--- config.mk ---
export PLATFORM = sky130hd
export DESIGN_NAME = cia_sub32_serial
export DESIGN_NICKNAME = d
export VERILOG_FILES = /design/src/rtl/cia_sub32_serial.sv
export SDC_FILE = /design/constraint.sdc
export NUM_CORES = 1
export LEC_CHECK = 0
export BUFFER_PORTS_ARGS = -buffer_cell sky130_fd_sc_hd__buf_2
export CAP_MARGIN = 30
export CORE_UTILIZATION = 61
export DETAILED_ROUTE_END_ITERATION = 10
export PLACE_DENSITY = 0.85
export SLEW_MARGIN = 40
export SYNTH_ARGS = -nofsm -noshare
export SYNTH_HDL_FRONTEND = slang
export SYNTH_SLANG_ARGS = --single-unit
--- constraint.sdc ---
create_clock -name clk -period 7.5 [get_ports clk]
set_clock_uncertainty 0.05 [all_clocks]
set_input_delay 1.5 -clock clk [delete_from_list [all_inputs] [get_ports clk]]
set_output_delay 1.5 -clock clk [all_outputs]
set_load 0.03 [all_outputs]
--- src/rtl/cia_sub32_serial.sv ---
// Nibble-serial two's-complement subtractor: r = a + ~b + 1, one DIGIT-wide slice per clock,
// LSB first, with only a registered carry crossing slice boundaries.
module cia_sub32_serial #(
    parameter int unsigned WIDTH = 32,
    parameter int unsigned DIGIT = 4
) (
    input  logic             clk,
    input  logic             rst_n,
    input  logic             start,
    input  logic [WIDTH-1:0] a,
    input  logic [WIDTH-1:0] b,
    output logic             busy,
    output logic             done,
    output logic [WIDTH-1:0] r,
    output logic             coutres,
    output logic             overflow
);

    localparam int unsigned NSLICE = WIDTH / DIGIT;
    localparam int unsigned CW     = (NSLICE > 1) ? $clog2(NSLICE) : 1;

    localparam logic [0:0] StIdle = 1'b0;
    localparam logic [0:0] StRun  = 1'b1;

    logic [0:0]       state_q, state_d;
    logic [CW-1:0]    cnt_q, cnt_d;
    logic [WIDTH-1:0] a_q, a_d;
    logic [WIDTH-1:0] b_q, b_d;
    logic [WIDTH-1:0] work_q, work_d;
    logic             carry_q, carry_d;
    logic [WIDTH-1:0] r_q, r_d;
    logic             cout_q, cout_d;
    logic             ovf_q, ovf_d;
    logic             done_q, done_d;

    logic [DIGIT-1:0] a_sl, b_sl;
    logic [DIGIT:0]   sum;

    always_comb begin
        a_sl = a_q[cnt_q * DIGIT +: DIGIT];
        b_sl = b_q[cnt_q * DIGIT +: DIGIT];
        sum  = {1'b0, a_sl} + {1'b0, ~b_sl} + {{DIGIT{1'b0}}, carry_q};
    end

    always_comb begin
        state_d = state_q;
        cnt_d   = cnt_q;
        a_d     = a_q;
        b_d     = b_q;
        work_d  = work_q;
        carry_d = carry_q;
        r_d     = r_q;
        cout_d  = cout_q;
        ovf_d   = ovf_q;
        done_d  = 1'b0;
        unique case (state_q)
            StIdle: begin
                if (start) begin
                    a_d     = a;
                    b_d     = b;
                    work_d  = '0;
                    carry_d = 1'b1;
                    cnt_d   = '0;
                    state_d = StRun;
                end
            end
            StRun: begin
                work_d[cnt_q * DIGIT +: DIGIT] = sum[DIGIT-1:0];
                carry_d = sum[DIGIT];
                cnt_d   = cnt_q + CW'(1);
                if (cnt_q == CW'(NSLICE - 1)) begin
                    r_d     = work_d;
                    cout_d  = sum[DIGIT];
                    ovf_d   = (a_q[WIDTH-1] ^ b_q[WIDTH-1]) & (a_q[WIDTH-1] ^ work_d[WIDTH-1]);
                    done_d  = 1'b1;
                    state_d = StIdle;
                end
            end
            default: state_d = StIdle;
        endcase
    end

    always_ff @(posedge clk or negedge rst_n) begin
        if (!rst_n) begin
            state_q <= StIdle;
            cnt_q   <= '0;
            a_q     <= '0;
            b_q     <= '0;
            work_q  <= '0;
            carry_q <= 1'b0;
            r_q     <= '0;
            cout_q  <= 1'b0;
            ovf_q   <= 1'b0;
            done_q  <= 1'b0;
        end else begin
            state_q <= state_d;
            cnt_q   <= cnt_d;
            a_q     <= a_d;
            b_q     <= b_d;
            work_q  <= work_d;
            carry_q <= carry_d;
            r_q     <= r_d;
            cout_q  <= cout_d;
            ovf_q   <= ovf_d;
            done_q  <= done_d;
        end
    end

    assign busy     = (state_q == StRun);
    assign done     = done_q;
    assign r        = r_q;
    assign coutres  = cout_q;
    assign overflow = ovf_q;

endmodule

==> impl_results.md <==
- Area of the die: 10900 um^2
- Cts bufs inserted: 17
- H-tree depth: 4
- Max frequency: 265 MHz
- Crit Path Category: flip-flop to flip-flop
- Leak pwr: 3.71 nW
- # diodes: 0
- Final period util: 50.2%
- Fin Setup TNS: 0 ps
- Proportion of synthesized chip area in sequential cells: 53.2%
- First-pass GRT wire length: 24000 um
- Hold_ws: 422 ps
- Synth top area share: 53.2%
- Asr flop ratio synth: 100%
- Slew headroom: 47.1%
- Reg clk slew, reported paths: 60 ps
- Cells on worst reg2reg path: 8
- Post-CTS Hold Fix Bufs: 0
- Area of placed instances: 6990 um^2
- TritonCTS clock tree: built
- Crit. End Element: flip-flop
- Worst path required time: 7850 ps
- Clock sink count: 136
- EDFF count, synth: 0
- Largest net degree at the start of global routing: 93
- P&R area growth vs syn: 18.8%
- Routed Antenna Nets: 0
- Outcome: complete, no violations
- Io pins: 103
- Crit path arrival time: 4120 ps
- Power Dens Cells: 539 nW/um^2
- GPL Wtd Cong: 0.800
- Max rail drop VDD: 0.000281 V
- First drt pass iteration count: 5
- Slew @ Worst Pin: 788 ps
- IO Port Bufs: 102
- Skew-Pair Late Insertion Delay: 520 ps
- Reg2reg end: work_q[27]
- Synth Register Bits: 136
- Post-Route WL: 14500 um
- DRC Markers: 0
- Dominant cell type by area after synthesis: dfrtp_1
- Setup crit start kind: flip-flop
- Core Area: 10200 um^2
- Wire length per cell: 19.1 um
- Hpwl dp: 9720 um
- Antenna violations before repair: 0
- Die Span Y: 104 um
- Number of core rows: 37
- Met1 usage: 35.8%
- Syn avg cell area: 12.4 um^2
- Die Width: 104 um
- Syn. warnings: 0
- DR iter-0 viols: 286
- Area of the multi-input gates: 2810 um^2
- Final Critical Period: 3770 ps
- Setup crit start: cnt_q[0]
- Post-Syn Area: 6400 um^2
- Final setup fails: 0
- Nets: 689
- Busiest grt layer: met2
- Initial cell density of the core: 62.5%
- Final slew viol count: 0
- RSZ-0062 raised after global routing: false
- Final Hold Viols: 0
- R2r startpoint: cnt_q[0]
- Post-CTS Resized: 0
- Critical path fanouts, max: 24
- Synth area leaders: dfrtp_1 53%, mux2_2 12%, mux2i_1 7.8%
- Post-CTS setup buffers: 0
- Residual overflow from global routing: 0
- Yosys cell types: 51
- Design Area, Final: 7600 um^2
- Met3 usage: 6.20%
- # Max-Cap Violations: 0
- Mapped Nets: 594
- GR Util met2: 49.0%
- Post-synthesis cell count: 515
- FF/Latch Area: 3400 um^2
- CP Capture Point: work_q[27]
- Number of global-route vias before repair: 4736
- CTS max path bufs: 2
- Filler cells: 658
- Via density: 5.97
- Routed vias: 4527
- Hold Path Class: flip-flop to flip-flop
- Prevailing post-synth register cell: dfrtp_1
- Clock root buffer master: clkbuf_8
- Worst reg2reg setup slack: 3730 ps
- Gr usage total: 28.9%
- Share of layout cells above drive strength 1: 36.7%
[power breakdown]
part	switching [mW]	internal, mW
combinational	1.14	0.818
clock	0.296	0.564
sequential	0.224	1.06
[worst max-delay path, stage by stage, from the launching register on]
cell,delay (ps)
dfrtp_1,720
buf_4,450
mux4_2,580
mux2i_1,340
ha_1,310
and3b_1,170
or3_1,460
and4b_1,320
a32o_1,250
[sequential cells by signal, summed over array words and instances (netlist names)]
register,cells
done,1
r,32
busy,1
cnt_q,3
b_q,32
overflow,1
a_q,32
work_q,32
coutres,1
carry_q,1
[routing by layer]
layer  vias up  wire [um]
met5         -          0
met4         0        364
met3        37        875
met2       180       7510
met1      2278       5720
li1       2032          -
[through the flow]
| stage | power (mW) | setup slack, ps | cells | utilization, % |
|---|---|---|---|---|
| after global placement | 3.09 | 3720 | 727 | 68.3 |
| after floorplan | 2.68 | 4210 | 515 | - |
| after global routing | 4.34 | 3510 | 758 | 74.3 |
| after detailed placement | 3.21 | 3650 | 727 | 68.3 |
| final | 4.10 | 3730 | 758 | 74.3 |
| after CTS | 4.11 | 3660 | 758 | 74.3 |
[cells by family (layout without fill, tap and decap cells)]
family | Yosys count | count (layout) | synth area share (%)
compound gates | 63 | 63 | 6.22
flops | 136 | 136 | 53.2
fa+ha+maj | 12 | 12 | 2.58
xor+xnor | 1 | 1 | 0.137
mux | 135 | 135 | 25.7
buf+inv | 42 | 149 | 2.89
simple gates | 126 | 126 | 9.25
[layout make-up]
| class | count | area share, % |
|---|---|---|
| flip-flops and latches | 136 | 44.8 |
| multi-input cells | 337 | 37.0 |
| repair buffers | 108 | 7.42 |
| clock buffers | 23 | 6.14 |
| well taps | 136 | 2.24 |
| clock inverters | 8 | 1.89 |
| inverters | 10 | 0.494 |
[Yosys cell counts, types with 5 or more instances]
cell type / instances
clkbuf_1: 18
mux2i_1: 50
a21o_1: 9
nor2_1: 18
mux4_2: 16
a21oi_1: 7
nand3_1: 6
dfrtp_1: 136
nand2_1: 68
nand2b_1: 5
nor3_1: 9
o21ai_0: 22
ha_1: 10
inv_1: 7
buf_2: 10
mux2_2: 67
a31oi_1: 6
[worst min-delay path by stage]
stage	start	endpoint	slack (ps)	cells past startpoint
6_report	r[17]	r[17]	420	2
5_1_grt	r[4]	r[4]	450	2
4_1_cts	r[17]	r[17]	430	2
3_5_place_dp	r[17]	r[17]	420	2
3_3_place_gp	r[17]	r[17]	410	2
2_1_floorplan	work_q[19]	work_q[19]	420	1
[cells in the final DEF, fill, tap and decap left out, types with 10 or more instances in the layout]
cell | netlist | layout
mux2i_1 | 50 | 50
o21ai_0 | 22 | 22
buf_2 | 10 | 101
dfrtp_1 | 136 | 135
ha_1 | 10 | 10
nand2_1 | 68 | 68
mux2_2 | 67 | 67
mux4_2 | 16 | 16
nor2_1 | 18 | 18
clkbuf_16 | 0 | 16
Note: power is estimated with default switching activity, not from simulation.
